### config.mk
export PLATFORM = sky130hd
export DESIGN_NAME = nv_fifo_rwsp_61x64_ctrl
export DESIGN_NICKNAME = d
export VERILOG_FILES = /design/src/rtl/nv_fifo_rwsp_61x64_ctrl.sv
export SDC_FILE = /design/constraint.sdc
export NUM_CORES = 1
export LEC_CHECK = 0
export ABC_AREA = 0
export BUFFER_PORTS_ARGS = -buffer_cell sky130_fd_sc_hd__buf_2
export CORE_UTILIZATION = 51
export DETAILED_ROUTE_END_ITERATION = 16
export PLACE_DENSITY = 0.8
export SYNTH_ARGS = -nofsm -noshare
export SYNTH_HDL_FRONTEND = slang
export SYNTH_SLANG_ARGS = --single-unit
### constraint.sdc
create_clock -name nvdla_core_clk -period 7.8 [get_ports nvdla_core_clk]
set_input_delay 1.17 -clock nvdla_core_clk [delete_from_list [all_inputs] [get_ports nvdla_core_clk]]
set_output_delay 1.17 -clock nvdla_core_clk [all_outputs]
set_load 0.05 [all_outputs]
### src/rtl/nv_fifo_rwsp_61x64_ctrl.sv
// nv_fifo_rwsp_61x64_ctrl
//
// Valid/ready FIFO controller wrapped around a 61x64 two-port RAM. The RAM
// read takes two cycles: the read address is registered, then the output
// register. A 3-entry output skid absorbs that latency so the block sustains
// one word per cycle in and out, in order, under arbitrary backpressure.
//
// Ports
//   nvdla_core_clk   core clock, all logic on posedge
//   nvdla_core_rstn  asynchronous active-low reset
//   wr_pvld/wr_prdy  producer handshake, wr_pd payload
//   rd_pvld/rd_prdy  consumer handshake, rd_pd payload (skid head)
//   ram_we/wa/di     RAM write port
//   ram_re/ra        RAM read-address capture (stage 1)
//   ram_ore          RAM output-register enable (stage 2)
//   ram_dout         RAM registered output, valid the cycle after ram_ore
//   pwrbus_ram_pd    RAM power control, owned by the RAM; unused here
module nv_fifo_rwsp_61x64_ctrl #(
   parameter int DEPTH = 61,
   parameter int WIDTH = 64,
   parameter int AW    = 6,
   parameter int SKID  = 3
) (
   input  logic             nvdla_core_clk,
   input  logic             nvdla_core_rstn,
   input  logic             wr_pvld,
   output logic             wr_prdy,
   input  logic [WIDTH-1:0] wr_pd,
   output logic             rd_pvld,
   input  logic             rd_prdy,
   output logic [WIDTH-1:0] rd_pd,
   output logic             ram_we,
   output logic [AW-1:0]    ram_wa,
   output logic [WIDTH-1:0] ram_di,
   output logic             ram_re,
   output logic [AW-1:0]    ram_ra,
   output logic             ram_ore,
   input  logic [WIDTH-1:0] ram_dout,
   input  logic [31:0]      pwrbus_ram_pd
);

   logic [AW-1:0]    wr_ptr;
   logic [AW-1:0]    rd_ptr;
   logic [6:0]       ram_used;
   logic [6:0]       avail;
   logic             s1_vld;
   logic             s2_vld;
   logic [1:0]       skid_cnt;
   logic [1:0]       skid_head;
   logic [1:0]       skid_tail;
   logic [WIDTH-1:0] skid_mem [SKID];
   logic             rst_done;
   logic             wr_acc;
   logic             issue;
   logic             pop;
   logic             capture;
   logic [2:0]       occ_after_pop;
   logic             unused_pwrbus;

   // RAM pointers wrap at DEPTH-1, which is not a power of two.
   function automatic logic [AW-1:0] ptr_inc(input logic [AW-1:0] p);
      return (p == AW'(DEPTH - 1)) ? '0 : p + AW'(1);
   endfunction

   function automatic logic [1:0] skid_inc(input logic [1:0] i);
      return (i == 2'(SKID - 1)) ? 2'd0 : i + 2'd1;
   endfunction

   // The power bus belongs to the RAM macro; it is only folded here so it is
   // visibly consumed.
   assign unused_pwrbus = ^pwrbus_ram_pd;

   // Handshake and pipeline control. rst_done keeps wr_prdy low for the whole
   // time reset is asserted even though ram_used is already zero. A read is
   // issued only when the skid is guaranteed a slot for it: every read in
   // flight already owns a slot, and a pop this cycle frees one.
   assign wr_prdy       = rst_done && (ram_used < 7'(DEPTH));
   assign wr_acc        = wr_pvld && wr_prdy;
   assign rd_pvld       = (skid_cnt != 2'd0);
   assign pop           = rd_pvld && rd_prdy;
   assign capture       = s2_vld;
   assign occ_after_pop = {2'b00, s1_vld} + {2'b00, s2_vld}
                        + {1'b0, skid_cnt} - {2'b00, pop};
   assign issue         = (avail != 7'd0) && (occ_after_pop < 3'(SKID));

   // RAM port drive. The output register is enabled one cycle after the
   // address capture, and its data lands in the skid the cycle after that.
   assign ram_we  = wr_acc;
   assign ram_wa  = wr_ptr;
   assign ram_di  = wr_pd;
   assign ram_re  = issue;
   assign ram_ra  = rd_ptr;
   assign ram_ore = s1_vld;
   assign rd_pd   = skid_mem[skid_head];

   // Write/read pointers and occupancy counters. ram_used only drops at the
   // end of the output-register cycle, so a location cannot be rewritten
   // while its word is still travelling through the RAM. avail counts
   // entries whose write edge has passed but that have not been issued.
   always_ff @(posedge nvdla_core_clk or negedge nvdla_core_rstn) begin
      if (!nvdla_core_rstn) begin
         rst_done <= 1'b0;
         wr_ptr   <= '0;
         rd_ptr   <= '0;
         ram_used <= '0;
         avail    <= '0;
      end else begin
         rst_done <= 1'b1;
         if (wr_acc) begin
            wr_ptr <= ptr_inc(wr_ptr);
         end
         if (issue) begin
            rd_ptr <= ptr_inc(rd_ptr);
         end
         ram_used <= ram_used + 7'(wr_acc) - 7'(s1_vld);
         avail    <= avail + 7'(wr_acc) - 7'(issue);
      end
   end

   // Read pipeline stage valids and skid bookkeeping. Capture and pop are
   // independent and may happen in the same cycle.
   always_ff @(posedge nvdla_core_clk or negedge nvdla_core_rstn) begin
      if (!nvdla_core_rstn) begin
         s1_vld    <= 1'b0;
         s2_vld    <= 1'b0;
         skid_cnt  <= '0;
         skid_head <= '0;
         skid_tail <= '0;
      end else begin
         s1_vld   <= issue;
         s2_vld   <= s1_vld;
         skid_cnt <= skid_cnt + 2'(capture) - 2'(pop);
         if (capture) begin
            skid_tail <= skid_inc(skid_tail);
         end
         if (pop) begin
            skid_head <= skid_inc(skid_head);
         end
      end
   end

   // Skid payload storage needs no reset; skid_cnt decides what is valid.
   always_ff @(posedge nvdla_core_clk) begin
      if (capture) begin
         skid_mem[skid_tail] <= ram_dout;
      end
   end

   // Occupancy must never exceed the RAM depth and the skid must never be
   // written while full without a simultaneous pop.
   a_no_overflow : assert property (
      @(posedge nvdla_core_clk) disable iff (!nvdla_core_rstn)
      (ram_used <= 7'(DEPTH)) &&
      !(capture && !pop && (skid_cnt == 2'(SKID)))
   );

endmodule

After elaboration in Yosys (flattened, before gate mapping)
Memories as Yosys holds them, arrays and structs flattened.
Index checks and enable logic that the tools add are counted.
- register bits: 35
- latch bits: 0
- memory bits (writable): 192
- memory bits (read-only): 0
- output and inout bits: 145
- word-level logic and storage cells: 42
- memories: 1
- memory list (memory ; words ; width ; read ports ; clocked after memory_dff ; write ports ; line ; RTL):
    skid_mem ; 3 ; 64 ; 1 ; 0 ; 1 ; 51 ; logic [WIDTH-1:0] skid_mem [SKID];
- $add $sub $neg: 13
- multipliers: 0
- div/mod/pow operators: 0
- magnitude comparators: 2
- equal/unequal tests: 4
- shift-type cells: 0
- muxes and demuxes: 6
- bitwise operators: 0
- reductions and logical operators: 6
- operators by type and width (kind ; number):
    $add A7 B1 Y7 ; 2
    $sub A7 B1 Y7 ; 2
    $add A6 B1 Y6 const B ; 2
    $eq A6 B6 Y1 const B ; 2
    $mux W6 ; 2
    $lt A7 B6 Y1 const B ; 1
    $reduce_bool A7 Y1 ; 1
    $add A2 B1 Y2 const B ; 2
    $eq A2 B2 Y1 const B ; 2
    $logic_and A1 B1 Y1 ; 4
    $mux W2 ; 2
    $add A2 B2 Y3 ; 1
    $lt A3 B2 Y1 const B ; 1
    $sub A3 B1 Y3 ; 1
    $add A1 B1 Y2 ; 1
    $add A2 B1 Y2 ; 1
    $mux W1 ; 2
    $reduce_bool A2 Y1 ; 1
    $sub A2 B1 Y2 ; 1

Longest topological paths before layout
Gate-level depths: netlist of the first run.
- depth after elaboration: 6
- gate-level depth with buffers: 17
- gate-level depth less buffers: 17

Worst setup path before layout of the first run
No wires, ideal clock.
- path type: register to register
- start point: register s2_vld, in the netlist capture
- end point: memory skid_mem[2][0], enable pin
- data arrival time: 5.141 ns
- data required time: 7.222 ns
- path slack: 2.081 ns
- cell stages (with the launch flop): 3
- buffers on the path: 0
- period minus slack after synthesis: 5.719 ns
- path through: dfrtp_1 > inv_1 > nor3b_1
- word-level cells in the longest chain between the ends: 2
- ends and longest elaborated chain (what ; line ; RTL):
    start, declared ; 47 ; logic s2_vld;
    start signal, assigned ; 131 ; s2_vld <= s1_vld;
    $mux W1 ; 144 ; if (capture) begin
    $mux W1 (implied by the code) ; 145 ; skid_mem[skid_tail] <= ram_dout;
    end, declared ; 51 ;
Every way passes these cells.

Worst setup path after layout of the first run
- start point: input port rd_prdy
- end point: output port ram_re
- word-level cells in the longest chain between the ends: 4
- ends and longest elaborated chain (what ; line ; RTL):
    start, declared ; 30 ; input logic rd_prdy,
    $logic_and A1 B1 Y1 ; 80 ; assign pop = rd_pvld && rd_prdy;
    net pop ; 55 ; logic pop;
    $sub A3 B1 Y3 ; 83 ; + {1'b0, skid_cnt} - {2'b00, pop};
    $lt A3 B2 Y1 ; 84 ; assign issue = (avail != 7'd0) && (occ_after_pop < 3'(SKID));
    $logic_and A1 B1 Y1 ; 84 ;
    end, declared ; 35 ; output logic ram_re,
The timed path passes the listed nets, and every way through them passes these cells.

==> results of run 1 <==
kinds of logic (layout without fill, tap and decap cells):
kind of cell | after synthesis | in the layout | synth area share (%)
AOI/OAI and AO/OA | 108 | 108 | 6.40
xor gates and xnor gates | 12 | 12 | 1.09
and+or+nand+nor | 117 | 117 | 5.25
adders and majority gates | 31 | 31 | 4.32
other | 1 | 2 | 0.0388
muxes | 66 | 66 | 6.84
buffers and inverters | 124 | 227 | 7.39
DFF | 227 | 227 | 68.7
routing by layer:
| metal | GRT usage [%] | part of all wire [%] | wire, um |
|---|---|---|---|
| met1 | 21.0 | 35 | 6860 |
| met2 | 35.9 | 52 | 10100 |
| met3 | 7.85 | 9.8 | 1920 |
| met4 | 6.82 | 3.4 | 666 |
| met5 | 0 | 0.066 | 13 |
state kept, by name (all words and copies together), names as in the netlist:
signal and count:
skid_cnt 2, capture 1, ram_wa 6, rst_done 1, ram_used 7, skid_head 2, ram_ore 1, ram_ra 6
skid_tail 2, skid_mem 192, avail 7
cell usage in the layout (no fill, tap or decap), drive strengths merged, types with 2 or more instances in the layout:
cell type,instances
a21o,6
a21oi,10
a311o,2
and3,3
buf,153
clkbuf,26
clkinv,8
dfrtp,35
edfxtp,192
fa,4
ha,27
inv,38
mux2i,65
nand2,80
nand2b,2
nand3,5
nor2,10
nor2b,7
nor3,2
nor3b,3
o211ai,2
o21ai,78
or3,3
xnor2,11
stage by stage:
| step | instance area, um2 | std cells | worst slack, ps | hold slack, ps | total power [mW] |
|---|---|---|---|---|---|
| floorplan | 9670 | 686 | 2080 | 491 | 3.83 |
| global placement | 10200 | 982 | 2920 | 487 | 4.22 |
| detailed placement | 10200 | 982 | 2880 | 490 | 4.28 |
| CTS | 10900 | 1018 | 2930 | 504 | 5.29 |
| global route | 10900 | 1018 | 2810 | 514 | 5.54 |
| finish | 10900 | 1019 | 2960 | 504 | 5.23 |
worst max-delay path by stage:
stage	start	endpoint	slack (ps)
finish	rd_prdy	ram_re	2960
global route	rd_prdy	ram_re	2810
detailed placement	rd_prdy	avail[6]	2880
floorplan	capture	skid_mem[2][0]	2080
global placement	rd_prdy	avail[6]	2920
CTS	rd_prdy	ram_re	2930
worst max-delay path, delay by kind of cell:
family	cells	cell delay (ps)
compound gates	2	570
fa+ha+maj	3	1060
buf+inv	5	710
simple gates	1	150
power by group:
group	switching (mW)	total (mW)	leakage, nW	internal (mW)
Sequential	0.188	1.86	2.17	1.68
Clock	0.418	1.00	0.333	0.582
Combinational	1.69	2.36	1.83	0.671
Total	2.30	5.23	4.34	2.93
cell type report:
cell class	count	area [um2]
inverters	38	143
flip-flops and latches	227	6650
multi-input cells	335	2330
well taps	229	287
fillers	1418	7400
diodes	1	2.50
clock inverters	10	71.3
repair buffers	153	778
clock buffers	26	607
==> flow_metrics.tcl, run 1 <==
set metrics [dict create \
    outcome "finished, final reports clean" \
    cts_buffers 23 \
    io_pins 309 \
    die-area_mm2 0.0195 \
    worstSkewPairLatency_ps 490 \
    ys_async_sr_fraction_pct 15.4 \
    synth_top_area_share_pct 59.6 \
    synth_cell_types 43 \
    fin_setup_tns_ps 0 \
    yosys_warnings 0 \
    synth_most_common_cell "edfxtp_1" \
    slew_headroom_pct 35.0 \
    start_util_pct 52.9 \
    final_nets 973 \
    whs_path_depth 0 \
    crit_required_ps 6630 \
    grt_pass1_vias 5306 \
    synth_flop_cell "edfxtp_1" \
    design.core.area_mm2 0.0183 \
    tritoncts "built" \
    grt_pass1_wl_mm 29.8 \
    vdd_drop_max_mv 0.395 \
    ys_seq_area_share_pct 68.7 \
    final_util_pct 59.5 \
    setup_viol 0 \
    fmax_ghz 0.206 \
    post-dp-hpwl_mm 13.1 \
    p_per_area_mw_per_mm2 481 \
    min_period_over_period_pct 62.1 \
    ys_top_cells_by_area "edfxtp_1, dfrtp_1, mux2i_1" \
    gp_congestion 0.772 \
    r2r_start "skid_cnt[1]" \
    final_antenna_net_count 0 \
    critPathKind "in2out" \
    rows 49 \
    synth_edf_count 192 \
    routed_wl_mm 19.6 \
    cp-start-kind "primary input" \
    synth_common_cells "edfxtp_1, nand2_1, o21ai_0, mux2i_1, buf_4" \
    drtPass1Iterations 4 \
    critPathMaxFanout 9 \
    cts-resized-gates 0 \
    hold_violations 0 \
    track_usage_pct 19.9 \
    antenna_found_initial 2 \
    setup.worst_path.end_class "primary output" \
    syn_area_mm2 0.00967 \
    tightest_slew_ps 975 \
    yosysTopAreaCell "edfxtp_1" \
    clock-root-buffer "clkbuf_16" \
    cts_max_level 1 \
    postSynthCellCount 686 \
    ff2ff_path_depth 17 \
    hold_end "capture" \
    reg2reg_to "avail[6]" \
    grt_overflow 0 \
    cts_sinks 227 \
    hp-class "reg2reg" \
    cp.arrival_ps 3670 \
    drcViolationCount 0 \
    ff2ff_setup_slack_ps 3520 \
    ys_ff_latch 227 \
    fp.dieH_um 140 \
    viasPerCell 5.30 \
    synthesis.area_per_instance_um2 14.1 \
    critPathSlowestCell "a311o_4" \
    post_cts_buffers 0 \
    grt_start_max_net_pins 81 \
    port_buffers 148 \
    chipWidth_um 140 \
    drtIter0Drc 308 \
    holdBufCountCts 0 \
    maxCapViolCount 0 \
    fin_skew_ps 17.1 \
    syn2layout_area_growth_pct 12.4 \
    slowest_delay_ps 420 \
    path_clk_slew_ps 60 \
    crit_chain "buf_2, o21ai_0, inv_1, ha_1, fa_1, inv_1, fa_1, nor2b_1, a311o_4, inv_2, buf_2" \
    hp-start "ram_ore" \
    synth_nets 881 \
    drv_slew 0 \
    drive_gt1_share_pct 24.3 \
    wire_per_inst_um 19.2 \
    power_leakage_nw 4.34 \
    clockBufferDepth 3 \
    vias 5405 \
    fin_crit_ps 4840 \
    rsz0062_at_grt "no" \
]
Note: power is estimated with default switching activity, not from simulation.
==> run 2, diff against run 1 <==
==> constraint.sdc (replaced) <==
create_clock -name nvdla_core_clk -period 4.9 [get_ports nvdla_core_clk]
set_input_delay 0.735 -clock nvdla_core_clk [delete_from_list [all_inputs] [get_ports nvdla_core_clk]]
set_output_delay 0.735 -clock nvdla_core_clk [all_outputs]
set_load 0.05 [all_outputs]
==> run 2 against run 1 <==
Against the previous run: cell area grew 0.99%; largest power group unchanged; routed wire length is 3.5% lower; critical endpoint is now avail[6]; largest cell class unchanged; worst hold slack got worse by 180 ps; flip-flop and latch count unchanged; clock skew is 8.7 ps lower; global-route usage decreased by 0.50 points; cell count rose by 0.79%; non-clock buffer count is the same.
==> flow_metrics.tcl, run 2 (same netlist as run 1, synthesis figures left out) <==
set metrics [dict create \
    wl_met1_mm 6.92 \
    post_cts_buffers 0 \
    cp.arrival_ps 4740 \
    cts_buffers 24 \
    postPlaceCellArea_mm2 0.0102 \
    top_layer_used "met4" \
    gp_congestion 0.779 \
    clock-root-buffer "clkbuf_16" \
    track_usage_pct 19.4 \
    tightest_slew_ps 919 \
    final_common_cell "edfxtp_1" \
    slew_headroom_pct 38.7 \
    post-dp-hpwl_mm 12.7 \
    cts_sinks 227 \
    vdd_drop_max_mv 0.591 \
    path_clk_slew_ps 60 \
    cpLargestDelayFamily "adder cells" \
    final_nets 974 \
    clockBufferDepth 3 \
    viasPerCell 5.16 \
    pre_cts_slack_ps 326 \
    cp.buffers_inverters 4 \
    vias 5296 \
    drtIter0Drc 202 \
    grt_overflow 0 \
    fin_crit_ps 4330 \
    hp-class "in2async" \
    top_register "skid_mem" \
    final_antenna_net_count 0 \
    power_mw 8.46 \
    cp-start-kind "flop" \
    fp.dieH_um 140 \
    p_per_area_mw_per_mm2 770 \
    critPathSlowestCell "dfrtp_1" \
    fmax_ghz 0.231 \
    outcome "finished, final reports clean" \
    drv_slew 0 \
    chipWidth_um 140 \
    worstSkewPairLatency_ps 500 \
    grt_pass1_vias 5209 \
    cts_max_level 1 \
    tritoncts "built" \
    port_buffers 148 \
    drcViolationCount 0 \
    setup.worst_path.end_class "flop" \
    nFillCells 1402 \
    slowest_delay_ps 420 \
    drive_gt1_share_pct 24.6 \
    crit_required_ps 5310 \
    drtPass1Iterations 4 \
    die-area_mm2 0.0195 \
    holdBufCountCts 0 \
    syn2layout_area_growth_pct 13.5 \
    reg_top3 "skid_mem x192, avail x7, ram_used x7" \
    antenna_found_initial 1 \
    design.core.area_mm2 0.0183 \
    critPathKind "reg2reg" \
    crit_chain "o21ai_0, inv_1, ha_1, fa_1, inv_1, fa_1, nor2b_1, a311o_4, inv_2, ha_1, inv_1, ha_1, fa_1, a21oi_1, o311ai_0, a21oi_1, xnor2_1" \
    maxCapViolCount 0 \
    design_area_mm2 0.0110 \
    hold_ws_ps 319 \
    rows 49 \
    largest_register_ff_count 192 \
    routed-wl-met3_mm 1.95 \
    fin_ws_ps 574 \
    grt_pass1_wl_mm 29.0 \
    io_pins 309 \
    cts-resized-gates 0 \
    wl_met2_mm 9.67 \
    min_period_over_period_pct 88.3 \
    grt_start_max_net_pins 94 \
    fin_setup_tns_ps 0 \
    fin_skew_ps 8.47 \
    hold_violations 0 \
    wire_per_inst_um 18.4 \
    power_leakage_nw 4.38 \
    final_cell_mix "edfxtp_1, buf_2, nand2_1" \
    start_util_pct 52.9 \
    routed_wl_mm 18.9 \
    setup_viol 0 \
    critPathMaxFanout 9 \
    rsz0062_at_grt "no" \
]
-- run 2: stage by stage --
step,cells,util [%]
floorplan,686,-
global placement,982,55.8
detailed placement,982,55.8
CTS,1026,60.1
global route,1027,60.1
finish,1027,60.1
-- run 2: layout make-up --
type	instances	area (um2)	share of cell area [%]
inverter	38	143	1.30
antenna	1	2.50	0.0228
multi-input combinational	335	2350	21.4
clock inverter	7	73.8	0.672
sequential	227	6650	60.6
tap	229	287	2.61
clock buffer	37	699	6.37
timing repair buffer	153	778	7.09
-- run 2: worst paths after layout --
check / start / end / slack, ps / cells after the start
min reg2reg: ram_ore / capture / 460 / 0
max in group asynchronous: nvdla_core_rstn / skid_head[1] / 4000 / 1
min: nvdla_core_rstn / ram_wa[2] / 320 / 1
min in group nvdla_core_clk: ram_dout[55] / skid_mem[0][55] / 430 / 1
max reg2reg: skid_cnt[1] / avail[6] / 570 / 17
max: skid_cnt[1] / avail[6] / 570 / 17
-- run 2: worst reg2reg max path, stage by stage (launching register included) --
cell and delay (ps):
dfrtp_1 420, o21ai_0 350, inv_1 120, ha_1 300
fa_1 350, inv_1 70, fa_1 390, nor2b_1 150
a311o_4 410, inv_2 160, ha_1 150, inv_1 40
ha_1 200, fa_1 420, a21oi_1 210, o311ai_0 150
a21oi_1 210, xnor2_1 150
-- run 2: per-layer routing --
| metal | track usage, % | vias to the layer above |
|---|---|---|
| li1 | - | 2580 |
| met1 | 21.3 | 2477 |
| met2 | 34.6 | 210 |
| met3 | 7.67 | 29 |
| met4 | 5.55 | 0 |
| met5 | 0 | - |
-- run 2: power by group --
group	internal, mW	switching [mW]	total (mW)
Clock	1.04	0.678	1.71
Combinational	1.08	2.62	3.69
Sequential	2.67	0.383	3.05
